**src/rtl/ir_tx_pkg.sv**
```systemverilog
// ---------------------------------------------------------------------------
// ir_tx_pkg
// Shared definitions for the NEC-style IR transmitter:
//   - tx_state_e   : transmitter FSM states
//   - NEC_*        : default NEC timing constants (12 MHz clock, 13.17 us tick)
//   - SEG_W        : width of the segment (tick) counter
//   - is_mark()    : 1 for the states that drive the carrier envelope
// ---------------------------------------------------------------------------
package ir_tx_pkg;

  localparam int unsigned SEG_W = 16;

  localparam int unsigned NEC_DATA_W   = 32;
  localparam int unsigned NEC_DIV      = 158;
  localparam int unsigned NEC_LEAD_ON  = 684;
  localparam int unsigned NEC_LEAD_OFF = 342;
  localparam int unsigned NEC_RPT_OFF  = 171;
  localparam int unsigned NEC_BIT_ON   = 43;
  localparam int unsigned NEC_ZERO_OFF = 43;
  localparam int unsigned NEC_ONE_OFF  = 128;
  localparam int unsigned NEC_GAP      = 3000;

  typedef enum logic [2:0] {
    ST_IDLE     = 3'd0,
    ST_LEAD_ON  = 3'd1,
    ST_LEAD_OFF = 3'd2,
    ST_BIT_ON   = 3'd3,
    ST_BIT_OFF  = 3'd4,
    ST_STOP     = 3'd5,
    ST_GAP      = 3'd6
  } tx_state_e;

  // Envelope is high only while a mark is being sent.
  function automatic logic is_mark(input tx_state_e s);
    case (s)
      ST_LEAD_ON, ST_BIT_ON, ST_STOP: is_mark = 1'b1;
      default:                        is_mark = 1'b0;
    endcase
  endfunction

endpackage

```
**src/rtl/ir_tick_div.sv**
```systemverilog
// ---------------------------------------------------------------------------
// ir_tick_div
// Prescaler producing one tick every DIV clk cycles.
//   clk   in  : system clock
//   rst_n in  : synchronous active-low reset
//   clr   in  : holds the counter at 0
//   tick  out : high on the cycle the counter equals DIV-1
// ---------------------------------------------------------------------------
module ir_tick_div #(
  parameter int unsigned DIV = 158
) (
  input  logic clk,
  input  logic rst_n,
  input  logic clr,
  output logic tick
);

  localparam int unsigned CNT_W = (DIV > 1) ? $clog2(DIV) : 1;
  localparam logic [CNT_W-1:0] LAST = CNT_W'(DIV - 1);

  logic [CNT_W-1:0] r_cnt;
  logic             w_last;

  assign w_last = (r_cnt == LAST);
  assign tick   = w_last;

  // Free-running 0..DIV-1 counter, restarted by clr.
  always_ff @(posedge clk) begin
    if (!rst_n) begin
      r_cnt <= {CNT_W{1'b0}};
    end else if (clr || w_last) begin
      r_cnt <= {CNT_W{1'b0}};
    end else begin
      r_cnt <= r_cnt + CNT_W'(1);
    end
  end

endmodule

```
**src/rtl/ir_nec_tx.sv**
```systemverilog
// ---------------------------------------------------------------------------
// ir_nec_tx
// NEC-style IR transmitter: leader, data bits, stop mark and gap, followed by
// tx_reps repeats sent either as full frames or as NEC repeat codes.
//   clk      in  : system clock
//   rst_n    in  : synchronous active-low reset
//   tx_valid in  : frame request
//   tx_ready out : high exactly in IDLE
//   tx_data  in  : frame word, captured on accept
//   tx_reps  in  : repeats after the first frame, captured on accept
//   tx_mode  in  : 0 = repeat full frames, 1 = repeat codes
//   abort    in  : return to IDLE without done
//   busy     out : ~tx_ready
//   done     out : one-cycle pulse on normal completion
//   env_out  out : unmodulated envelope (1 during marks)
//   ir_out   out : envelope gated by the carrier phase (to IRTXD)
// ---------------------------------------------------------------------------
module ir_nec_tx
  import ir_tx_pkg::*;
#(
  parameter int unsigned DATA_W    = NEC_DATA_W,
  parameter int unsigned DIV       = NEC_DIV,
  parameter int unsigned LEAD_ON   = NEC_LEAD_ON,
  parameter int unsigned LEAD_OFF  = NEC_LEAD_OFF,
  parameter int unsigned RPT_OFF   = NEC_RPT_OFF,
  parameter int unsigned BIT_ON    = NEC_BIT_ON,
  parameter int unsigned ZERO_OFF  = NEC_ZERO_OFF,
  parameter int unsigned ONE_OFF   = NEC_ONE_OFF,
  parameter int unsigned GAP       = NEC_GAP,
  parameter int unsigned LSB_FIRST = 0
) (
  input  logic              clk,
  input  logic              rst_n,
  input  logic              tx_valid,
  output logic              tx_ready,
  input  logic [DATA_W-1:0] tx_data,
  input  logic [3:0]        tx_reps,
  input  logic              tx_mode,
  input  logic              abort,
  output logic              busy,
  output logic              done,
  output logic              env_out,
  output logic              ir_out
);

  localparam int unsigned BIT_W = (DATA_W > 1) ? $clog2(DATA_W) : 1;
  localparam logic [BIT_W-1:0] FIRST_BIT = (LSB_FIRST != 0) ? BIT_W'(0) : BIT_W'(DATA_W - 1);
  localparam logic [BIT_W-1:0] LAST_BIT  = (LSB_FIRST != 0) ? BIT_W'(DATA_W - 1) : BIT_W'(0);

  localparam logic [SEG_W-1:0] L_LEAD_ON  = SEG_W'(LEAD_ON);
  localparam logic [SEG_W-1:0] L_LEAD_OFF = SEG_W'(LEAD_OFF);
  localparam logic [SEG_W-1:0] L_RPT_OFF  = SEG_W'(RPT_OFF);
  localparam logic [SEG_W-1:0] L_BIT_ON   = SEG_W'(BIT_ON);
  localparam logic [SEG_W-1:0] L_ZERO_OFF = SEG_W'(ZERO_OFF);
  localparam logic [SEG_W-1:0] L_ONE_OFF  = SEG_W'(ONE_OFF);
  localparam logic [SEG_W-1:0] L_GAP      = SEG_W'(GAP);

  tx_state_e         r_state, w_state_nxt;
  logic [SEG_W-1:0]  r_seg, w_seg_nxt;
  logic [BIT_W-1:0]  r_bit, w_bit_nxt;
  logic [DATA_W-1:0] r_data, w_data_nxt;
  logic [3:0]        r_reps, w_reps_nxt;
  logic              r_mode, w_mode_nxt;
  logic              r_rpt, w_rpt_nxt;
  logic              w_done_nxt;
  logic              r_env, r_ir, r_done, r_ready;

  logic              w_tick;
  logic              w_clr;
  logic [SEG_W-1:0]  w_len;
  logic              w_seg_last;
  logic              w_cur_bit;
  logic              w_mark_nxt;

  // Divider is held in IDLE so the first tick of a frame lands DIV cycles
  // after the accept edge.
  assign w_clr = (r_state == ST_IDLE);

  ir_tick_div #(.DIV(DIV)) u_div (
    .clk   (clk),
    .rst_n (rst_n),
    .clr   (w_clr),
    .tick  (w_tick)
  );

  assign w_cur_bit  = r_data[r_bit];
  assign w_seg_last = (r_seg == (w_len - SEG_W'(1)));
  assign w_mark_nxt = is_mark(w_state_nxt);

  // Length in ticks of the segment belonging to the current state.
  always_comb begin
    w_len = L_GAP;
    case (r_state)
      ST_LEAD_ON:  w_len = L_LEAD_ON;
      ST_LEAD_OFF: w_len = r_rpt ? L_RPT_OFF : L_LEAD_OFF;
      ST_BIT_ON:   w_len = L_BIT_ON;
      ST_BIT_OFF:  w_len = w_cur_bit ? L_ONE_OFF : L_ZERO_OFF;
      ST_STOP:     w_len = L_BIT_ON;
      ST_GAP:      w_len = L_GAP;
      default:     w_len = L_GAP;
    endcase
  end

  // Next-state logic: accept, abort and segment sequencing.
  always_comb begin
    w_state_nxt = r_state;
    w_seg_nxt   = r_seg;
    w_bit_nxt   = r_bit;
    w_data_nxt  = r_data;
    w_reps_nxt  = r_reps;
    w_mode_nxt  = r_mode;
    w_rpt_nxt   = r_rpt;
    w_done_nxt  = 1'b0;
    if (r_state == ST_IDLE) begin
      w_seg_nxt = {SEG_W{1'b0}};
      if (tx_valid) begin
        w_state_nxt = ST_LEAD_ON;
        w_data_nxt  = tx_data;
        w_reps_nxt  = tx_reps;
        w_mode_nxt  = tx_mode;
        w_rpt_nxt   = 1'b0;
        w_bit_nxt   = FIRST_BIT;
      end else begin
        w_state_nxt = ST_IDLE;
      end
    end else if (abort) begin
      w_state_nxt = ST_IDLE;
      w_seg_nxt   = {SEG_W{1'b0}};
    end else if (w_tick) begin
      if (w_seg_last) begin
        w_seg_nxt = {SEG_W{1'b0}};
        case (r_state)
          ST_LEAD_ON: w_state_nxt = ST_LEAD_OFF;
          ST_LEAD_OFF: begin
            // A repeat code has no data: leader space goes straight to the stop mark.
            if (r_rpt) begin
              w_state_nxt = ST_STOP;
            end else begin
              w_state_nxt = ST_BIT_ON;
              w_bit_nxt   = FIRST_BIT;
            end
          end
          ST_BIT_ON: w_state_nxt = ST_BIT_OFF;
          ST_BIT_OFF: begin
            if (r_bit == LAST_BIT) begin
              w_state_nxt = ST_STOP;
            end else begin
              w_state_nxt = ST_BIT_ON;
              w_bit_nxt   = (LSB_FIRST != 0) ? (r_bit + BIT_W'(1)) : (r_bit - BIT_W'(1));
            end
          end
          ST_STOP: w_state_nxt = ST_GAP;
          ST_GAP: begin
            if (r_reps == 4'd0) begin
              w_state_nxt = ST_IDLE;
              w_done_nxt  = 1'b1;
            end else begin
              w_state_nxt = ST_LEAD_ON;
              w_reps_nxt  = r_reps - 4'd1;
              w_rpt_nxt   = r_mode;
            end
          end
          default: w_state_nxt = ST_IDLE;
        endcase
      end else begin
        w_seg_nxt = r_seg + SEG_W'(1);
      end
    end else begin
      w_seg_nxt = r_seg;
    end
  end

  // State, datapath and output registers; outputs are derived from the
  // next values so they line up with the state they describe.
  always_ff @(posedge clk) begin
    if (!rst_n) begin
      r_state <= ST_IDLE;
      r_seg   <= {SEG_W{1'b0}};
      r_bit   <= {BIT_W{1'b0}};
      r_data  <= {DATA_W{1'b0}};
      r_reps  <= 4'd0;
      r_mode  <= 1'b0;
      r_rpt   <= 1'b0;
      r_env   <= 1'b0;
      r_ir    <= 1'b0;
      r_done  <= 1'b0;
      r_ready <= 1'b1;
    end else begin
      r_state <= w_state_nxt;
      r_seg   <= w_seg_nxt;
      r_bit   <= w_bit_nxt;
      r_data  <= w_data_nxt;
      r_reps  <= w_reps_nxt;
      r_mode  <= w_mode_nxt;
      r_rpt   <= w_rpt_nxt;
      r_env   <= w_mark_nxt;
      // Carrier phase is segment counter bit 0, so each mark opens with phase 0.
      r_ir    <= w_mark_nxt & w_seg_nxt[0];
      r_done  <= w_done_nxt;
      r_ready <= (w_state_nxt == ST_IDLE);
    end
  end

  assign tx_ready = r_ready;
  assign busy     = ~r_ready;
  assign done     = r_done;
  assign env_out  = r_env;
  assign ir_out   = r_ir;

endmodule

```
**config.mk**
```make
export PLATFORM = sky130hd
export DESIGN_NAME = ir_nec_tx
export DESIGN_NICKNAME = d
export VERILOG_FILES = /design/src/rtl/ir_tx_pkg.sv /design/src/rtl/ir_tick_div.sv /design/src/rtl/ir_nec_tx.sv
export SDC_FILE = /design/constraint.sdc
export NUM_CORES = 1
export LEC_CHECK = 0
export ABC_AREA = 1
export CAP_MARGIN = 20
export CORE_AREA = 10 10 97 99
export DETAILED_ROUTE_END_ITERATION = 10
export DIE_AREA = 0 0 107 109
export PLACE_DENSITY = 0.88
export REMOVE_ABC_BUFFERS = 1
export SLEW_MARGIN = 20
export SYNTH_ARGS = -nofsm -noshare
export SYNTH_HDL_FRONTEND = slang
export SYNTH_SLANG_ARGS = --single-unit
```
**constraint.sdc**
```tcl
create_clock -name clk -period 4 [get_ports clk]
set_input_delay 1.2 -clock clk [delete_from_list [all_inputs] [get_ports clk]]
set_output_delay 1.2 -clock clk [all_outputs]
set_load 0.05 [all_outputs]
```
Word level (Yosys, flattened, before mapping)
Index checks and enable logic that the tools add are counted.
{"block": "totals", "word_cells": 100, "input_bits": 41, "ff_bits": 74, "out_inout_bits": 5}
{"block": "op_classes", "magnitude_cmp": 1, "n_eq_ne": 16, "n_bitwise": 6, "muxes": 42, "add_sub_neg": 5, "reduce_logical": 17}
{"op": "12-bit one-hot mux with 4 select lines", "n": 1}
{"op": "5-bit two-way mux", "n": 7}
{"op": "4-bit two-way mux", "n": 7}
{"op": "3-bit two-way mux", "n": 6}
{"op": "3-bit one-hot mux with 6 select lines", "n": 1}
{"op": "16-bit by 1-bit adder with 16-bit output (second input constant)", "n": 1}
{"op": "16-bit equality test", "n": 1}
{"op": "16-bit two-way mux", "n": 1}
{"op": "16-bit by 1-bit subtractor with 16-bit output (second input constant)", "n": 1}
{"op": "1-bit two-way mux", "n": 15}
{"op": "3-bit equality test (second input constant)", "n": 4}
{"op": "5-bit one-hot mux with 2 select lines", "n": 1}
{"op": "3-bit by 2-bit equality test with 1-bit output (second input constant)", "n": 3}
{"op": "9-bit two-way mux", "n": 1}
{"op": "8-bit by 1-bit adder with 8-bit output (second input constant)", "n": 1}
{"op": "8-bit equality test (second input constant)", "n": 1}
{"op": "8-bit two-way mux", "n": 1}
{"op": "7-bit AND reduction", "n": 1}
{"op": "3-bit by 1-bit equality test with 1-bit output (second input constant)", "n": 2}
{"op": "3-bit zero test", "n": 2}
{"op": "5-bit by 6-bit less-than comparator with 1-bit output (second input constant)", "n": 1}
{"op": "3-bit by 2-bit != test with 1-bit output (second input constant)", "n": 2}
{"op": "6-bit AND reduction", "n": 1}
{"op": "2-bit nonzero test", "n": 3}
{"op": "other kinds (15)", "n": 22}

Logic depth before layout (Yosys ltp)
{"block": "depth", "depth_word": 14, "mapped_depth": 25, "ltp_nobuf": 24}

By module
From an unflattened synthesis, not the netlist that was laid out.
{"block": "unflattened", "hier_cells": 593, "hier_area_um2": 4102.7}
{"mod": "ir_nec_tx", "seq_area_each_um2": 1321.3, "area_per_inst_um2": 3712.3, "instances": 1, "cells_per_inst": 541}
{"mod": "ir_tick_div", "seq_area_each_um2": 160.2, "area_per_inst_um2": 390.4, "instances": 1, "cells_per_inst": 52}

Worst setup path before layout
No wires, ideal clock.
{"block": "synth_path", "path_type": "flip-flop to flip-flop", "from": "register r_bit[0]", "to": "register r_rpt", "setup_time_ns": 0.128, "period_less_slack_ns": 2.854, "path_slack_ns": 1.146, "path_stages_with_launch": 25, "arrival_ns": 2.726, "path_buffers": 2, "required_time_ns": 3.872, "path_cell_list": "dfxtp_1 > buf_6 > inv_6 > buf_8 > nand2_2 > nand3_1 > nand3_1 > nand3_1 > nand2_2 > nand2_2 > nand2_2 > nand2_2 > inv_1 > ha_1 > xor2_1 > xor2_1 > inv_1 > nor2_1 > nand4_2 > nor2_4 > nand2_2 > nand2_4 > nand3_4 > o21ai_1 > nor2_1"}
{"block": "synth_between", "elab_chain_cells": 8}
{"element": "start, declared", "line": "ir_nec_tx.sv:60", "text": "logic [BIT_W-1:0] r_bit, w_bit_nxt;"}
{"element": "start signal, assigned", "line": "ir_nec_tx.sv:179", "text": "r_bit <= {BIT_W{1'b0}};"}
{"element": "start signal, assigned", "line": "ir_nec_tx.sv:191", "text": "r_bit <= w_bit_nxt;"}
{"element": "1-bit binary-select mux with 5-bit select", "line": "ir_nec_tx.sv:86", "text": "assign w_cur_bit = r_data[r_bit];"}
{"element": "1-bit two-way mux (not written as such)", "line": "ir_nec_tx.sv:86"}
{"element": "8-bit two-way mux", "line": "ir_nec_tx.sv:97", "text": "ST_BIT_OFF: w_len = w_cur_bit ? L_ONE_OFF : L_ZERO_OFF;"}
{"element": "12-bit one-hot mux with 4 select lines", "line": "ir_nec_tx.sv:93", "text": "case (r_state)"}
{"element": "16-bit by 1-bit subtractor with 16-bit output", "line": "ir_nec_tx.sv:87", "text": "assign w_seg_last = (r_seg == (w_len - SEG_W'(1)));"}
{"element": "16-bit equality test", "line": "ir_nec_tx.sv:87"}
{"element": "2-bit nonzero test (no source line)"}
{"element": "6-bit AND reduction (no source line)"}
{"element": "end signal, assigned", "line": "ir_nec_tx.sv:195", "text": "r_rpt <= w_rpt_nxt;"}
{"element": "end, declared", "line": "ir_nec_tx.sv:64", "text": "logic r_rpt, w_rpt_nxt;"}
Every way passes these cells. The select of a mux whose other input is x is not followed.
A chain may end at the register's enable or synchronous reset.

Final worst setup path
{"block": "layout_path", "from": "register r_bit[1]", "to": "register r_env, in the netlist env_out"}
{"block": "layout_between", "elab_chain_cells": 13, "word_cells_on_any_way": 18, "cone_classes": "1 x add/sub; 4 x eq/ne; 11 x mux; 2 x reduce/logical"}
{"element": "1-bit binary-select mux with 5-bit select", "line": "ir_nec_tx.sv:86"}
{"element": "1-bit two-way mux (not written as such)", "line": "ir_nec_tx.sv:86"}
{"element": "8-bit two-way mux", "line": "ir_nec_tx.sv:97"}
{"element": "12-bit one-hot mux with 4 select lines", "line": "ir_nec_tx.sv:93"}
{"element": "16-bit by 1-bit subtractor with 16-bit output", "line": "ir_nec_tx.sv:87"}
{"element": "16-bit equality test", "line": "ir_nec_tx.sv:87"}
{"element": "3-bit two-way mux (*)", "line": "ir_nec_tx.sv:130", "text": "if (w_seg_last) begin"}
{"element": "3-bit two-way mux (*)", "line": "ir_nec_tx.sv:129", "text": "end else if (w_tick) begin"}
{"element": "3-bit two-way mux (*)", "line": "ir_nec_tx.sv:126", "text": "end else if (abort) begin"}
{"element": "3-bit two-way mux (*)", "line": "ir_nec_tx.sv:114", "text": "if (r_state == ST_IDLE) begin"}
{"element": "3-bit by 1-bit equality test with 1-bit output (tied with other cells)", "line": "ir_tx_pkg.sv:35", "text": "case (s)"}
{"element": "3-bit OR reduction (*)", "line": "ir_tx_pkg.sv:35"}
{"element": "1-bit two-way mux (*)", "line": "ir_tx_pkg.sv:35"}
{"element": "end signal, assigned", "line": "ir_nec_tx.sv:196", "text": "r_env <= w_mark_nxt;"}
{"element": "end, declared", "line": "ir_nec_tx.sv:66", "text": "logic r_env, r_ir, r_done, r_ready;"}
Mark *: on every way between the ends. The rest lies on a longest branch, timed or not. The select of a mux whose other input is x is not followed.

==> impl_metrics.ini <==
[critical_path]
worstPathRequired_ns = 4.24
crit_family = simple AND/OR/NAND/NOR gates
path_cells = clkinv_2 > nand3_1 > nand3_1 > nand2_1 > nor2_1 > nand2_2 > nand2_2 > nand2_2 > nand2_2 > inv_1 > ha_1 > xor2_1 > xor2_1 > inv_1 > nor2_1 > nand4_2 > inv_1 > nand4_4 > nand2_1 > nand2_1 > nor2_1 > nor2_1
cp.arrival_ns = 3.75
cp.depth = 22
rr_worst_depth = 22
critPathMaxFanout = 14
end_kind = register
path_class = register to register
max_stage_delay_ns = 0.54
worstSetupStartpointType = register
critical_path_buf_inv_count = 4
slowest_stage = dfxtp_1

[clocking]
ctsResizeCount = 0
clk_pin_slew_worst_paths_ns = 0.07
cts_buffer_depth = 2
htreeDepth = 3
ctsRootBufferMaster = clkbuf_8
hold_buffers = 0
post-cts-setup-buffers = 0
cts_tree = yes
cts.sinks = 74
numCtsBuffers = 9
clk_latency_ns = 0.35

[synthesis]
ys_types = 42
yosys_register_bits = 74
synth_cells = 609
ys_warn_count = 0
synth_edf_count = 0
avgSynthCellArea_um2 = 6.86
async_reset_ff_share_pct = 0
syn_area_um2 = 4180
synth.yosys.seq_area_share_pct = 35.5
ys.flop_type = dfxtp_1

[finish]
multi_input_area_um2 = 2220
mostFrequentLayoutCell = nand2_1
fin_area_um2 = 4860
ff_latch_area_um2 = 1480
finalNetCount = 697
fillers = 671
area_growth_pct = 16.3
drive_gt1_share_pct = 10.1
most-common-layout-cells = nand2_1 (114), inv_1 (82), dfxtp_1 (73)
fin_cells = 756
final_core_util_pct = 64.5
num_antenna_cells = 0

[detailed_routing]
drt_iter0_drc = 251
drtAntennaViolNets = 0
wl_per_cell_um = 13.2
vias = 4006
wirelength_mm = 9.96
drc_errors = 0
first_pass_iters = 4
routed_via_density = 5.30

[power_and_ir_drop]
vdd_drop_max_mv = 0.192
pwr_density_cell_nw_per_um2 = 336
p_leak_nw = 2.06
intPower_w = 0.00116
switching_share_pct = 29.1
pwr-share-seq_pct = 49.3
p_sw_w = 0.000476
combPwrFrac_pct = 18.6
clkPwrFrac_pct = 32.1

[sta]
fmax_ghz = 0.284
slew-limit-headroom_pct = 64.8
timing.final.hold_violations = 0
rsz0062_at_grt = no
fin_hold_ws_ns = 0.457
worstMarginPinSlew_ns = 0.527
period_share_pct = 87.9
setup_viol = 0
post-route-min-period_ns = 3.52
clock_skew_ns = 0.00951
setup_tns_ns = 0
maxSlewViolCount = 0

[worst_hold_path]
hp-class = register to register
hold_depth = 2

[grt]
grtUsageTotal_pct = 17.7
grt_antenna_before_repair = 0
gr-total-overflow = 0
grt_start_max_net_pins = 59
grt_pass1_wl_mm = 17.1
first_global_vias = 3910

[place]
portBuffers = 45
dp.cells = 741
globalplace.congestion = 0.931
placed_area_um2 = 4670
hpwlAfterDp_mm = 7.62

[die]
die_h_um = 109
io_pins = 46
start_util_pct = 55.5
row_count = 32
core_um2 = 7530
die_area_um2 = 11700
die_w_um = 107

[status]
outcome = complete, no violations

[run]
cap_violations = 0
-- final cells by class --
| class | count | area share, % |
|---|---|---|
| well taps | 102 | 2.63 |
| multi-input cells | 420 | 45.7 |
| flip-flops and latches | 74 | 30.5 |
| clock inverters | 2 | 0.258 |
| clock buffers | 13 | 3.27 |
| repair buffers | 51 | 10.2 |
| inverters | 94 | 7.39 |
-- worst register-to-register path, delay by kind of cell, from the launching register on --
family	cells	cell delay (ns)
XOR/XNOR	2	0.42
adder cells (fa/ha/maj)	1	0.25
flip-flops	1	0.54
AND/OR/NAND/NOR	15	1.65
buffers and inverters	4	0.54
-- Yosys cell counts (4+ instances only) --
| cell | number | share of area [%] |
|---|---|---|
| nor2_1 | 58 | 5.2 |
| inv_1 | 82 | 7.4 |
| nor3b_1 | 6 | 1.1 |
| ha_1 | 6 | 1.8 |
| inv_2 | 8 | 0.72 |
| nand4_1 | 20 | 3.0 |
| o21ai_0 | 37 | 4.4 |
| xnor2_1 | 5 | 1.0 |
| nor3_1 | 15 | 1.8 |
| xor2_1 | 8 | 1.7 |
| nand2_1 | 114 | 10 |
| nand3_1 | 60 | 7.2 |
| a21oi_1 | 43 | 5.2 |
| dfxtp_1 | 74 | 35 |
| nand2_2 | 14 | 2.1 |
| o21ai_1 | 5 | 0.60 |
| clkbuf_1 | 14 | 1.3 |
| buf_6 | 4 | 1.1 |
-- kinds of logic (layout without fill, tap and decap cells) --
logic type,after synthesis,in the layout,synth area share [%]
simple gates,309,309,36.5
buf+inv,115,160,11.6
compound gates,91,91,11.5
flops,74,74,35.5
xor+xnor,14,14,3.12
fa+ha+maj,6,6,1.80
-- worst paths after layout --
path / end / startpoint / slack [ns]
worst max-delay path: env_out / r_bit[1] / 0.48
worst min-delay path: r_mode / r_mode / 0.46
worst max register to register: env_out / r_bit[1] / 0.48
worst min register to register: r_mode / r_mode / 0.46
-- through the flow --
step	setup slack, ns	total power [W]
2_1_floorplan	0.719	0.00102
3_3_place_gp	0.669	0.00111
3_5_place_dp	0.414	0.00112
4_1_cts	0.390	0.00163
5_1_grt	0.144	0.00171
6_report	0.484	0.00163
-- power groups by stage --
stage	clock network [W]	logic, W	registers (W)
2_1_floorplan	0	0.000197	0.000822
3_3_place_gp	0	0.000293	0.000820
3_5_place_dp	0	0.000302	0.000821
4_1_cts	0.000525	0.000305	0.000805
5_1_grt	0.000558	0.000343	0.000810
6_report	0.000524	0.000304	0.000806
-- registers in the layout, summed over array words and instances (netlist names) --
register and count:
r_rpt 1, env_out 1, tx_ready 1, r_data 32, r_state 3, r_bit 5, ir_out 1, u_div.r_cnt 8
r_reps 4, r_mode 1, r_seg 16, done 1
-- metal layers --
layer	up-vias	share of wire, %	global-route usage (%)
li1	2058	-	-
met1	1825	45	20.8
met2	101	48	30.9
met3	22	5.4	3.48
met4	0	2.2	7.06
met5	-	0	0
No activity file was read; power rests on OpenSTA's default activity.
